$ cat src/rtl/bp_update_ctrl_pkg.sv
// Shared definitions for the BTB update controller: controller states and BTB entry field widths.
package bp_update_ctrl_pkg;

  localparam int BTB_IDX_W    = 6;
  localparam int BTB_TAKEN_W  = 1;
  localparam int BTB_TARGET_W = 32;

  typedef enum logic [1:0] {
    ST_INIT  = 2'd0,
    ST_SWEEP = 2'd1,
    ST_IDLE  = 2'd2
  } ctrlState_t;

  // Packed width of one queued update {idx, taken, target} for a given index width.
  function automatic int entryWidth(input int idxW);
    return idxW + BTB_TAKEN_W + BTB_TARGET_W;
  endfunction

endpackage

$ cat src/rtl/bp_upd_fifo.sv
// Update queue for the BTB update controller: power-of-two FIFO with wrap-around
// pointers and a flush that discards everything queued.
module bp_upd_fifo #(
  parameter int DEPTH  = 4,
  parameter int DATA_W = 39
) (
  input  logic                   clk_i,
  input  logic                   rst_i,
  input  logic                   push_i,
  input  logic [DATA_W-1:0]      pushData_i,
  input  logic                   pop_i,
  input  logic                   flush_i,
  output logic [DATA_W-1:0]      headData_o,
  output logic                   full_o,
  output logic                   empty_o,
  output logic [$clog2(DEPTH):0] count_o
);

  localparam int PTR_W = $clog2(DEPTH);
  localparam logic [PTR_W:0] FULL_CNT = (PTR_W + 1)'(DEPTH);

  logic [DATA_W-1:0] mem_q [DEPTH];
  logic [PTR_W-1:0]  wrPtr_q;
  logic [PTR_W-1:0]  rdPtr_q;
  logic [PTR_W:0]    count_q;
  logic              doPush;
  logic              doPop;

  assign full_o     = (count_q == FULL_CNT);
  assign empty_o    = (count_q == '0);
  assign count_o    = count_q;
  assign headData_o = mem_q[rdPtr_q];
  assign doPush     = push_i & ~full_o;
  assign doPop      = pop_i & ~empty_o;

  // Pointers wrap for free because DEPTH is a power of two; flush wins over push/pop.
  always_ff @(posedge clk_i or posedge rst_i) begin
    if (rst_i) begin
      wrPtr_q <= '0;
      rdPtr_q <= '0;
      count_q <= '0;
    end else if (flush_i) begin
      wrPtr_q <= '0;
      rdPtr_q <= '0;
      count_q <= '0;
    end else begin
      if (doPush) wrPtr_q <= wrPtr_q + 1'b1;
      if (doPop)  rdPtr_q <= rdPtr_q + 1'b1;
      case ({doPush, doPop})
        2'b10:   count_q <= count_q + 1'b1;
        2'b01:   count_q <= count_q - 1'b1;
        default: count_q <= count_q;
      endcase
    end
  end

  always_ff @(posedge clk_i) begin
    if (doPush) mem_q[wrPtr_q] <= pushData_i;
  end

endmodule

$ cat src/rtl/bp_update_ctrl.sv
// BTB update controller: sweeps the BTB clear after reset or on request, then drains
// queued branch-resolution updates into the BTB one write per cycle.
module bp_update_ctrl
  import bp_update_ctrl_pkg::*;
#(
  parameter int QDEPTH = 4,
  parameter int IDX_W  = BTB_IDX_W
) (
  input  logic                    clk,
  input  logic                    rst,
  input  logic                    upd_valid,
  output logic                    upd_ready,
  input  logic [IDX_W-1:0]        upd_idx,
  input  logic                    upd_taken,
  input  logic [BTB_TARGET_W-1:0] upd_target,
  input  logic                    inv_req,
  output logic                    inv_done,
  output logic                    busy,
  output logic                    btb_we,
  output logic                    btb_clr,
  output logic [IDX_W-1:0]        btb_idx,
  output logic                    btb_taken,
  output logic [BTB_TARGET_W-1:0] btb_target,
  output logic [$clog2(QDEPTH):0] q_count
);

  localparam int ENTRY_W = entryWidth(IDX_W);
  localparam logic [IDX_W-1:0] LAST_IDX = '1;

  ctrlState_t              state_q;
  logic [IDX_W-1:0]        sweepIdx_q;
  logic                    invDone_q;

  logic                    fifoPush;
  logic                    fifoPop;
  logic                    fifoFlush;
  logic                    fifoFull;
  logic                    fifoEmpty;
  logic [ENTRY_W-1:0]      fifoHead;
  logic [IDX_W-1:0]        headIdx;
  logic                    headTaken;
  logic [BTB_TARGET_W-1:0] headTarget;

  assign busy      = (state_q != ST_IDLE);
  assign upd_ready = (state_q == ST_IDLE) & ~fifoFull & ~inv_req;
  assign inv_done  = invDone_q;
  assign fifoPush  = upd_valid & upd_ready;
  assign fifoPop   = (state_q == ST_IDLE) & ~fifoEmpty;
  assign fifoFlush = (state_q == ST_IDLE) & inv_req;
  assign {headIdx, headTaken, headTarget} = fifoHead;

  bp_upd_fifo #(
    .DEPTH  (QDEPTH),
    .DATA_W (ENTRY_W)
  ) u_fifo (
    .clk_i      (clk),
    .rst_i      (rst),
    .push_i     (fifoPush),
    .pushData_i ({upd_idx, upd_taken, upd_target}),
    .pop_i      (fifoPop),
    .flush_i    (fifoFlush),
    .headData_o (fifoHead),
    .full_o     (fifoFull),
    .empty_o    (fifoEmpty),
    .count_o    (q_count)
  );

  // A restart request beats sweep completion, so an aborted sweep never reports done.
  always_ff @(posedge clk or posedge rst) begin
    if (rst) begin
      state_q    <= ST_INIT;
      sweepIdx_q <= '0;
      invDone_q  <= 1'b0;
    end else begin
      invDone_q <= 1'b0;
      case (state_q)
        ST_INIT: begin
          state_q    <= ST_SWEEP;
          sweepIdx_q <= '0;
        end
        ST_SWEEP: begin
          if (inv_req) begin
            sweepIdx_q <= '0;
          end else if (sweepIdx_q == LAST_IDX) begin
            state_q    <= ST_IDLE;
            sweepIdx_q <= '0;
            invDone_q  <= 1'b1;
          end else begin
            sweepIdx_q <= sweepIdx_q + 1'b1;
          end
        end
        ST_IDLE: begin
          if (inv_req) begin
            state_q    <= ST_SWEEP;
            sweepIdx_q <= '0;
          end
        end
        default: begin
          state_q    <= ST_INIT;
          sweepIdx_q <= '0;
        end
      endcase
    end
  end

  // Write port is built only from registered state; idle fields are held at zero.
  always_comb begin
    btb_we     = 1'b0;
    btb_clr    = 1'b0;
    btb_idx    = '0;
    btb_taken  = 1'b0;
    btb_target = '0;
    if (state_q == ST_SWEEP) begin
      btb_we  = 1'b1;
      btb_clr = 1'b1;
      btb_idx = sweepIdx_q;
    end else if ((state_q == ST_IDLE) && !fifoEmpty) begin
      btb_we     = 1'b1;
      btb_idx    = headIdx;
      btb_taken  = headTaken;
      btb_target = headTarget;
    end
  end

endmodule

$ cat config.mk
export PLATFORM = sky130hd
export DESIGN_NAME = bp_update_ctrl
export DESIGN_NICKNAME = d
export VERILOG_FILES = /design/src/rtl/bp_update_ctrl_pkg.sv /design/src/rtl/bp_upd_fifo.sv /design/src/rtl/bp_update_ctrl.sv
export SDC_FILE = /design/constraint.sdc
export NUM_CORES = 1
export LEC_CHECK = 0
export CAP_MARGIN = 0
export CORE_MARGIN = 5
export CORE_UTILIZATION = 45
export CTS_CLUSTER_SIZE = 25
export DETAILED_ROUTE_END_ITERATION = 8
export PLACE_DENSITY = 0.67
export SLEW_MARGIN = 25
export SYNTH_ARGS = -nofsm -noshare
export SYNTH_HDL_FRONTEND = slang
export SYNTH_HIERARCHICAL = 1
export SYNTH_SLANG_ARGS = --single-unit
$ cat constraint.sdc
create_clock -name clk -period 3.4 [get_ports clk]
set_clock_uncertainty 0.05 [all_clocks]
set_input_delay 0.68 -clock clk [delete_from_list [all_inputs] [get_ports clk]]
set_output_delay 0.68 -clock clk [all_outputs]
set_load 0.01 [all_outputs]
# Word-level counts from Yosys, hierarchy flattened

Memory sizes are Yosys's and may differ from the RTL's.
Index checks and enable logic that the tools add are counted.

Bits in registers: 16
Bits in writable memories: 156
Input bits: 43
Word-level logic and storage cells: 68
Memories: 1

Memories:

| name         | depth | bits a word | rd ports | clocked after Yosys merged registers in | write ports | RTL line          | text |
|---|---|---|---|---|---|---|---|
| u_fifo.mem_q | 4     | 39          | 1        | 0                                       | 1           | bp_upd_fifo.sv:22 | `logic [DATA_W-1:0] mem_q [DEPTH];` |

Add/subtract/negate cells: 5
Eq/ne operators: 10
Muxes and demuxes: 28
Bitwise gates (word level): 10
Reduce and logical (&&, ||, !) cells: 8

Operator list:

| kind                                                 | number |
|---|---|
| 2-to-1 mux 32 bit                                    | 2 |
| 2-to-1 mux 6 bit                                     | 5 |
| 2-to-1 mux 2 bit                                     | 7 |
| one-hot mux 6 bit (2 select lines)                   | 1 |
| 2-to-1 mux 1 bit                                     | 10 |
| != test 2 bit (second input constant)                | 4 |
| AND 1 bit                                            | 7 |
| adder 6 x 1 -> 6 bit (second input constant)         | 1 |
| equality test 6 bit (second input constant)          | 1 |
| one-hot mux 2 bit (3 select lines)                   | 1 |
| one-hot mux 3 bit (2 select lines)                   | 1 |
| adder 2 x 1 -> 2 bit (second input constant)         | 2 |
| equality test 2 x 1 -> 1 bit (second input constant) | 2 |
| equality test 2 bit (second input constant)          | 2 |
| nonzero test 2 bit                                   | 2 |
| adder 3 x 1 -> 3 bit (second input constant)         | 1 |
| equality test 3 bit (second input constant)          | 1 |
| logical NOT 3 bit                                    | 1 |
| 2-to-1 mux 3 bit                                     | 1 |
| inverter 1 bit                                       | 3 |
| AND reduction 3 bit                                  | 1 |
| nonzero test 3 bit                                   | 1 |
| subtractor 3 x 1 -> 3 bit (second input constant)    | 1 |
| logical NOT 2 bit                                    | 1 |
| other kinds (2)                                      | 2 |

# Depth between registers and ports, before layout

Gate-level depths: netlist of the first run.

Depth after elaboration: 9
Gate-level depth with buffers: 13
Gate-level depth less buffers: 9

# Cells and area by module

Netlist of the first run, hierarchy kept.

Modules (own cells, without submodules):

| module         | instances | cells an instance | area an instance (µm²) | sequential area each (µm²) |
|---|---|---|---|---|
| bp_upd_fifo    | 1         | 271               | 6223.5                 | 4859.7 |
| bp_update_ctrl | 1         | 94                | 759.5                  | 225.2 |

# Worst setup path before layout of the first run

No wires, ideal clock.

Kind: input to register
Start point: input port inv_req
End point: memory u_fifo.mem_q[0][0], enable pin
Data arrival time: 2380 ps
Required time: 2972 ps
Path slack: 591 ps
Stages: 6
Path through: or3b_1 nor2_1 and2_1 buf_2 buf_2 and3_2

Cells in the longest elaborated chain, start to end: 6

Ends and longest elaborated chain:

| item                                   | RTL line             | text |
|---|---|---|
| from (decl)                            | bp_update_ctrl.sv:16 | `input logic inv_req,` |
| inverter 1 bit                         | bp_update_ctrl.sv:45 | `assign upd_ready = (state_q == ST_IDLE) & ~fifoFull & ~inv_req;` |
| AND 1 bit                              | bp_update_ctrl.sv:45 |  |
| net upd_ready                          | bp_update_ctrl.sv:12 | `output logic upd_ready,` |
| AND 1 bit                              | bp_update_ctrl.sv:47 | `assign fifoPush = upd_valid & upd_ready;` |
| net fifoPush                           | bp_update_ctrl.sv:34 | `logic fifoPush;` |
| AND 1 bit                              | bp_upd_fifo.sv:33    | `assign doPush = push_i & ~full_o;` |
| 2-to-1 mux 1 bit                       | bp_upd_fifo.sv:58    | `if (doPush) mem_q[wrPtr_q] <= pushData_i;` |
| 2-to-1 mux 1 bit (implied by the code) | bp_upd_fifo.sv:58    |  |
| to (decl)                              | bp_upd_fifo.sv:22    |  |

The timed path passes the listed nets, and every way through them passes these cells.

# Final worst setup path of the first run

Start point: register u_fifo.rdPtr_q[0]
End point: output port btb_target[20]

Cells in the longest elaborated chain, start to end: 3

Ends and longest elaborated chain:

| item                   | RTL line              | text |
|---|---|---|
| from (decl)            | bp_upd_fifo.sv:24     | `logic [PTR_W-1:0] rdPtr_q;` |
| from (signal assigned) | bp_upd_fifo.sv:48     | `if (doPop) rdPtr_q <= rdPtr_q + 1'b1;` |
| memory (4 x 39 bit)    | --                    |  |
| net fifoHead[20]       | bp_update_ctrl.sv:39  | `logic [ENTRY_W-1:0] fifoHead;` |
| 2-to-1 mux 32 bit      | bp_update_ctrl.sv:117 | `end else if ((state_q == ST_IDLE) && !fifoEmpty) begin` |
| 2-to-1 mux 32 bit      | bp_update_ctrl.sv:113 | `if (state_q == ST_SWEEP) begin` |
| to (decl)              | bp_update_ctrl.sv:23  | `output logic [BTB_TARGET_W-1:0] btb_target,` |

The timed path passes the listed nets, and every way through them passes these cells.

==> impl_metrics.json, run 1 <==
{
  "worstHoldPathType": "flip-flop to flip-flop",
  "gp_congestion": 0.778,
  "fin_nets": 523,
  "path_buf_inv": 2,
  "status": "finished clean",
  "topRoutingLayerUsed": "met4",
  "clk_pin_slew_worst_paths_ps": 60,
  "syn-cell-area_um2": 6980,
  "max_freq_mhz": 306,
  "die_x_um": 135,
  "layout-drive-gt1-share": 0.220,
  "fin_crit_ps": 3270,
  "ys_types": 48,
  "detail_route.wl_per_cell_um": 19.6,
  "wl_met3_um": 584,
  "criticalPathCategory": "flip-flop to primary output",
  "cp-start-kind": "flip-flop",
  "worstMarginPinSlew_ps": 648,
  "post_synth.cell_area_avg_um2": 19.1,
  "htreeDepth": 4,
  "track_usage": 0.156,
  "cellLeakagePower_uw": 0.00297,
  "cts_max_path_buffers": 2,
  "routed_wl_um": 13200,
  "grt_pass1_vias": 3927,
  "viasPerCell": 5.41,
  "final_antenna_net_count": 0,
  "setup_viol": 0,
  "path_max_fanout": 16,
  "peakVddDrop_mv": 0.343,
  "first_pass_iters": 4,
  "final_cell_area_um2": 8870,
  "fillers": 1153,
  "crit_path_top_delay_cell": "dfrtp_4",
  "end_kind": "primary output",
  "grt_max_degree": 29,
  "grt_pass1_wl_um": 21400,
  "crit_chain": "buf_4, mux4_2, and2_1, clkdlybuf4s50_1",
  "critPathArrivalTime_ps": 2540,
  "power_density_nw_per_um2": 504,
  "die_area_um2": 18100,
  "antenna_found_initial": 0,
  "synth_nets": 414,
  "syn_inst": 365,
  "core_area_um2": 15200,
  "maxSlewViolCount": 0,
  "cts_setup_buffers": 0,
  "clock_latency_ps": 420,
  "cts_tree": "built",
  "syn2layout_area_growth_pct": 27.0,
  "num_vias": 3652,
  "ys.flop_type": "edfxtp_1",
  "rsz0062_at_grt": "no",
  "cp_slowest_stage_delay_ps": 640,
  "synthArstFlopShare": 0.0930,
  "start_util": 0.459,
  "die_y_um": 135,
  "synth_edf_count": 156,
  "fin_hold_ws_ps": 472,
  "synth_seq_area_share": 0.728,
  "final_cell_mix": "156 x edfxtp_1, 89 x clkdlybuf4s50_1, 39 x mux4_2",
  "place_hpwl_um": 8560,
  "period_share": 0.961,
  "ios": 90,
  "ys_ff_latch": 172,
  "slew_headroom": 0.567,
  "holdBufCountCts": 0,
  "crit_required_ps": 2670,
  "finalSetupTns_ps": 0,
  "cpLargestDelayFamily": "buffers and inverters",
  "grt_overflow": 0,
  "drc": 0,
  "io_buffers": 89,
  "num_antenna_cells": 0,
  "wl_met2_um": 6570,
  "tritoncts.num_buffers": 17,
  "clkSinkCount": 172,
  "hold_violations": 0,
  "cts_root_buf": "clkbuf_16",
  "post_dp_cell_area_um2": 8240,
  "yosys_warnings": 6,
  "drtIter0Drc": 218,
  "final_common_cell": "edfxtp_1",
  "met1_length_um": 5890,
  "cts_resized": 0,
  "maxCapViolCount": 0,
  "fp-row-count": 45
}
report_power, final:
part	total, uW	switching [uW]	leakage [uW]	internal, uW
sequential	2330	16.4	0.00161	2310
combinational	178	70.9	0.00108	107
clock	1960	749	0.000292	1210
final cells by class:
type | count | area [um2] | area share
inverter | 11 | 53.8 | 0.00606
sequential | 172 | 5090 | 0.574
multi-input combinational | 161 | 1730 | 0.195
timing repair buffer | 111 | 1160 | 0.130
clock inverter | 15 | 179 | 0.0202
tap | 188 | 235 | 0.0265
clock buffer | 17 | 425 | 0.0480
sequential cells by signal, indices dropped and copies added (netlist names):
| signal | cells |
|---|---|
| u_fifo/mem_q | 156 |
| sweepIdx_q | 6 |
| u_fifo/count_o | 3 |
| state_q | 2 |
| u_fifo/rdPtr_q | 2 |
| u_fifo/wrPtr_q | 2 |
| inv_done | 1 |
cell families after synthesis:
logic type,Yosys count,synth area share
AO/OA/AOI/OAI,35,0.0360
adder cells (fa/ha/maj),6,0.0118
buffers and inverters,32,0.0249
AND/OR/NAND/NOR,76,0.0667
multiplexers,41,0.129
flip-flops,172,0.728
XOR/XNOR,3,0.00376
synth_stat cells, types with 2 or more instances:
| cell type | n | area, um2 |
|---|---|---|
| mux2i_1 | 2 | 20.0 |
| buf_6 | 2 | 22.5 |
| ha_1 | 5 | 62.6 |
| a21oi_1 | 5 | 25.0 |
| or2_2 | 4 | 25.0 |
| o31ai_1 | 2 | 15.0 |
| o21ai_2 | 2 | 17.5 |
| inv_1 | 10 | 37.5 |
| edfxtp_1 | 156 | 4680 |
| or3b_1 | 2 | 17.5 |
| dfrtp_1 | 16 | 400 |
| and2_1 | 35 | 219 |
| buf_1 | 4 | 15.0 |
| buf_4 | 4 | 30.0 |
| nand2_1 | 4 | 15.0 |
| nand2b_1 | 3 | 18.8 |
| and3_2 | 4 | 30.0 |
| a22oi_1 | 2 | 15.0 |
| clkbuf_1 | 2 | 7.51 |
| o21ai_0 | 6 | 30.0 |
| nor3b_2 | 2 | 25.0 |
| xor2_1 | 2 | 17.5 |
| mux4_2 | 39 | 878 |
| nor2_1 | 8 | 30.0 |
| nand3_1 | 7 | 35.0 |
| a22o_1 | 7 | 61.3 |
| buf_2 | 9 | 45.0 |
through the flow:
stage	total power, uW	cells	util	worst slack, ps
after floorplan	2450	365	-	591
after global placement	2550	640	0.542	252
after detailed placement	2550	640	0.542	154
after CTS	4510	672	0.582	75.8
after global routing	4610	675	0.584	0.616
final	4470	675	0.584	134
worst reg2reg max path, stage by stage (launching register included):
cell,delay [ps]
dfrtp_1,380
buf_4,170
or3b_1,400
clkinv_8,90
nor2_1,130
and2_1,290
a21oi_1,140
fa_1,520
o2111ai_1,100
a211oi_1,260
metal layers:
metal | vias to the layer above | track usage
met5 | - | 0
met4 | 0 | 0.0571
met3 | 17 | 0.0406
met2 | 96 | 0.246
met1 | 1877 | 0.213
li1 | 1662 | -
final timing paths:
kind | slack, ps | cells after the start | startpoint | endpoint
min in group asynchronous | 500 | 2 | rst | u_fifo/count_o[0]
worst min register to register | 470 | 1 | sweepIdx_q[4] | sweepIdx_q[4]
worst max-delay path | 130 | 4 | u_fifo/rdPtr_q[0] | btb_target[20]
worst max register to register | 770 | 9 | u_fifo/count_o[2] | u_fifo/count_o[1]
max in group asynchronous | 2510 | 2 | rst | sweepIdx_q[2]
worst min-delay path | 470 | 1 | sweepIdx_q[4] | sweepIdx_q[4]
Note: power is estimated with default switching activity, not from simulation.
==> run 2, diff against run 1 <==
--- a/config.mk
+++ b/config.mk
@@ -6,4 +6,5 @@
 export NUM_CORES = 1
 export LEC_CHECK = 0
+export ABC_CLOCK_PERIOD_IN_PS = 3400
 export CAP_MARGIN = 0
 export CORE_MARGIN = 5
==> constraint.sdc (replaced) <==
create_clock -name clk -period 3.4 [get_ports clk]
set_clock_uncertainty 0.05 [all_clocks]
set_input_delay 0.34 -clock clk [delete_from_list [all_inputs] [get_ports clk]]
set_output_delay 0.34 -clock clk [all_outputs]
set_load 0.01 [all_outputs]
==> run 2 against run 1 <==
Utilization shrank 0.97 points; count of clock-buffer cells in the layout is 3 higher; critical path depth increased by 2; sequential share of layout area up 0.97 points; first-iteration DRC count is 15% higher; sequential power barely moved; hold slack got worse by 310 ps; critical endpoint is now btb_target[19]; largest cell class unchanged.
==> impl_metrics.json, run 2 (synthesized netlist as in run 1, its figures left out) <==
{
  "status": "finished clean",
  "detail_route.wl_per_cell_um": 20.3,
  "cp_slowest_stage_delay_ps": 580,
  "cellLeakagePower_uw": 0.00291,
  "cts_resized": 0,
  "cpLargestDelayFamily": "simple AND/OR/NAND/NOR gates",
  "drc": 0,
  "track_usage": 0.157,
  "core_area_um2": 15200,
  "setup_viol": 0,
  "fp-row-count": 45,
  "fillers": 1171,
  "final_antenna_net_count": 0,
  "end_kind": "primary output",
  "grt_max_degree": 33,
  "cp-start-kind": "flip-flop",
  "finalPower_uw": 4440,
  "routed_wl_um": 13500,
  "finalSetupTns_ps": 0,
  "clkSinkCount": 172,
  "criticalPathCategory": "flip-flop to primary output",
  "holdBufCountCts": 0,
  "worstMarginPinSlew_ps": 695,
  "syn2layout_area_growth_pct": 24.9,
  "tritoncts.num_buffers": 17,
  "crit_required_ps": 3010,
  "viasPerCell": 5.48,
  "maxSlewViolCount": 0,
  "die_x_um": 135,
  "clock_latency_ps": 410,
  "grt_pass1_wl_um": 21300,
  "crit_chain": "or2_2, nor2_1, nor2_4, buf_4, and2_1, clkdlybuf4s50_1",
  "clk_pin_slew_worst_paths_ps": 60,
  "post_dp_cell_area_um2": 8130,
  "first_pass_iters": 4,
  "worstHoldPathType": "input pin to async pin",
  "die_area_um2": 18100,
  "start_util": 0.459,
  "cts_setup_buffers": 0,
  "fin_crit_ps": 3100,
  "path_buf_inv": 2,
  "cts_tree": "built",
  "cts_root_buf": "clkbuf_16",
  "final_cell_area_um2": 8720,
  "critPathArrivalTime_ps": 2710,
  "place_hpwl_um": 8530,
  "peakVddDrop_mv": 0.336,
  "largest_register": "u_fifo/mem_q",
  "num_vias": 3649,
  "power_density_nw_per_um2": 508,
  "antenna_found_initial": 0,
  "io_buffers": 89,
  "maxCapViolCount": 0,
  "max_freq_mhz": 322,
  "finalWorstSetupSlack_ps": 296,
  "path_max_fanout": 16,
  "regArea_um2": 5090,
  "largest_reg_flops": 156,
  "hold_violations": 0,
  "layout-drive-gt1-share": 0.199,
  "cts_max_path_buffers": 2,
  "fin_nets": 516,
  "htreeDepth": 4,
  "grt_pass1_vias": 3902,
  "period_share": 0.913,
  "num_antenna_cells": 0,
  "final_cell_mix": "156 x edfxtp_1, 89 x clkdlybuf4s50_1, 39 x mux4_2",
  "pre_cts_slack_ps": 512,
  "gp_congestion": 0.788,
  "grt_overflow": 0,
  "multi_input_area_um2": 1740,
  "rsz0062_at_grt": "no",
  "drtIter0Drc": 250,
  "slew_headroom": 0.536,
  "die_y_um": 135,
  "final_common_cell": "edfxtp_1",
  "ios": 90,
  "crit_path_top_delay_cell": "dfrtp_1"
}
[run 2: final cells by class]
class	instances	share of cell area
sequential	172	0.583
multi-input combinational	162	0.199
clock buffer	20	0.0501
clock inverter	10	0.0171
tap	188	0.0270
inverter	11	0.00617
timing repair buffer	103	0.117
[run 2: final timing paths]
kind | startpoint | to | slack [ps] | cells after the start
max | u_fifo/count_o[0] | btb_target[19] | 300 | 6
min | rst | u_fifo/count_o[0] | 160 | 2
max reg2reg | u_fifo/count_o[0] | u_fifo/count_o[1] | 650 | 8
min reg2reg | sweepIdx_q[4] | sweepIdx_q[4] | 460 | 1
max in group asynchronous | rst | sweepIdx_q[2] | 2850 | 2
min in group clk | sweepIdx_q[4] | sweepIdx_q[4] | 460 | 1
[run 2: where the power goes]
part / switching, uW / internal [uW]
clock network: 721 / 1210
logic: 68.4 / 105
registers: 19.6 / 2310
[run 2: per-stage QoR]
step                std cells  hold slack (ps)   util
floorplan                 365             93.4      -
global placement          635              443  0.535
detailed placement        635              452  0.535
CTS                       665              151  0.573
global route              666              161  0.574
finish                    666              161  0.574
[run 2: routing by layer]
| layer | track usage | share of wire |
|---|---|---|
| met2 | 0.248 | 0.51 |
| met3 | 0.0466 | 0.049 |
| met4 | 0.0554 | 0.0069 |
| met5 | 0 | 0 |
| met1 | 0.211 | 0.44 |
==> run 3, diff against run 2 <==
- RECOVER_POWER: unset -> 100
- SLEW_MARGIN: 25 -> 20
==> run 3 against run 2 <==
Via count rose by 0.90%; non-clock buffer count did not move; utilization shrank 0.39 points; critical endpoint is now btb_target[12]; global-route usage is the same; register-to-register slack worse by 280 ps; fmax decreased by 1.5%; total power shrank 0.29%; critical path type unchanged; clock power barely moved; sequential cell count stayed put; combinational power fell by 8%.
==> impl_metrics.json, run 3 (synthesized netlist as in run 1, its figures left out) <==
{
  "maxSlewViolCount": 0,
  "cellLeakagePower_uw": 0.00291,
  "fillers": 1186,
  "period_share": 0.927,
  "power.sequential.fraction": 0.527,
  "viasPerCell": 5.53,
  "num_vias": 3682,
  "drtIter0Drc": 266,
  "tritoncts.num_buffers": 17,
  "wl_met3_um": 808,
  "peakVddDrop_mv": 0.341,
  "die_y_um": 135,
  "cp-start-kind": "flip-flop",
  "start_util": 0.459,
  "grt_max_degree": 33,
  "grt_pass1_wl_um": 21300,
  "regArea_um2": 5090,
  "worstHoldPathType": "input pin to async pin",
  "fp-row-count": 45,
  "met1_length_um": 5790,
  "final_common_cell": "edfxtp_1",
  "final_antenna_net_count": 0,
  "cts_resized": 0,
  "largest_register": "u_fifo/mem_q",
  "htreeDepth": 4,
  "crit_path_top_delay_cell": "dfrtp_1",
  "clkSinkCount": 172,
  "gp_congestion": 0.788,
  "end_kind": "primary output",
  "first_pass_iters": 4,
  "core_area_um2": 15200,
  "clock_latency_ps": 410,
  "power_frac_clock": 0.437,
  "drc": 0,
  "hold_violations": 0,
  "topRoutingLayerUsed": "met5",
  "maxCapViolCount": 0,
  "cts_root_buf": "clkbuf_16",
  "cts_tree": "built",
  "max_freq_mhz": 317,
  "cp_slowest_stage_delay_ps": 580,
  "routed_wl_um": 13500,
  "critPathArrivalTime_ps": 2760,
  "status": "finished clean",
  "setup_viol": 0,
  "fin_crit_ps": 3150,
  "worstMarginPinSlew_ps": 877,
  "cts_max_path_buffers": 2,
  "num_antenna_cells": 0,
  "rsz0062_at_grt": "no",
  "ios": 90,
  "fin_nets": 516,
  "pre_cts_slack_ps": 512,
  "die_area_um2": 18100,
  "p_int_uw": 3610,
  "multi_input_area_um2": 1730,
  "crit_required_ps": 3010,
  "final_cell_mix": "156 x edfxtp_1, 59 x dlygate4sd3_1, 39 x mux4_2",
  "layout-drive-gt1-share": 0.190,
  "track_usage": 0.157,
  "finalWorstSetupSlack_ps": 248,
  "grt_overflow": 0,
  "pwr-share-comb": 0.036,
  "criticalPathCategory": "flip-flop to primary output",
  "p_sw_frac": 0.183,
  "power_density_nw_per_um2": 510,
  "io_buffers": 89,
  "detail_route.wl_per_cell_um": 20.3,
  "largest_reg_flops": 156,
  "syn2layout_area_growth_pct": 24.1,
  "crit_chain": "or2_2, nor2_1, nor2_4, clkbuf_2, and2_0, clkdlybuf4s50_1",
  "place_hpwl_um": 8530,
  "path_max_fanout": 16,
  "antenna_found_initial": 2,
  "die_x_um": 135,
  "slew_headroom": 0.414,
  "wl_met2_um": 6760,
  "grt_pass1_vias": 3902,
  "p_sw_uw": 810,
  "clk_pin_slew_worst_paths_ps": 60,
  "finalSetupTns_ps": 0
}
==> run 3: per-layer routing <==
metal	vias up	global-route usage
li1	1650	-
met1	1897	0.211
met2	119	0.248
met3	12	0.0466
met4	4	0.0554
met5	-	0
==> run 3: timing repair <==
item / in CTS / in global routing
hold buffers: 0 / 0
setup endpoints to repair: 0 / 22
buffers inserted: 0 / 0
==> run 3: power groups by stage <==
| stage | Combinational [uW] | Clock [uW] | Sequential (uW) |
|---|---|---|---|
| floorplan | 90.5 | 0 | 2360 |
| global placement | 170 | 0 | 2370 |
| detailed placement | 175 | 0 | 2380 |
| CTS | 175 | 1970 | 2330 |
| global route | 173 | 2060 | 2330 |
| finish | 159 | 1930 | 2330 |
==> run 3: final cells by class <==
class / count / area share
clock buffer: 20 / 0.0504
clock inverter: 10 / 0.0172
inverter: 11 / 0.00491
multi-input combinational: 162 / 0.200
sequential: 172 / 0.587
tap: 188 / 0.0271
timing repair buffer: 103 / 0.114
==> run 3: worst paths after layout <==
check,slack (ps),cells past startpoint,startpoint,endpoint
setup / recovery,250,6,u_fifo/count_o[0],btb_target[12]
hold / removal,290,2,rst,u_fifo/count_o[0]
setup reg to reg,370,6,u_fifo/count_o[0],u_fifo/mem_q[2][15]
hold reg to reg,460,1,sweepIdx_q[4],sweepIdx_q[4]
max in group asynchronous,2720,2,rst,sweepIdx_q[2]
min in group clk,460,1,sweepIdx_q[4],sweepIdx_q[4]
==> run 3: through the flow <==
step,power (uW),cells,area [um2],utilization,hold slack (ps)
after floorplan,2450,365,6980,-,93.4
after global placement,2540,635,8130,0.535,443
after detailed placement,2550,635,8130,0.535,452
after CTS,4470,665,8720,0.573,151
after global routing,4570,666,8660,0.570,292
final,4420,666,8660,0.570,288
==> run 3: critical path: cells and delay by family, from the launching register on <==
kind | cells | cell delay [ps]
buffers and inverters | 2 | 840
flip-flops | 1 | 580
AND/OR/NAND/NOR | 4 | 920
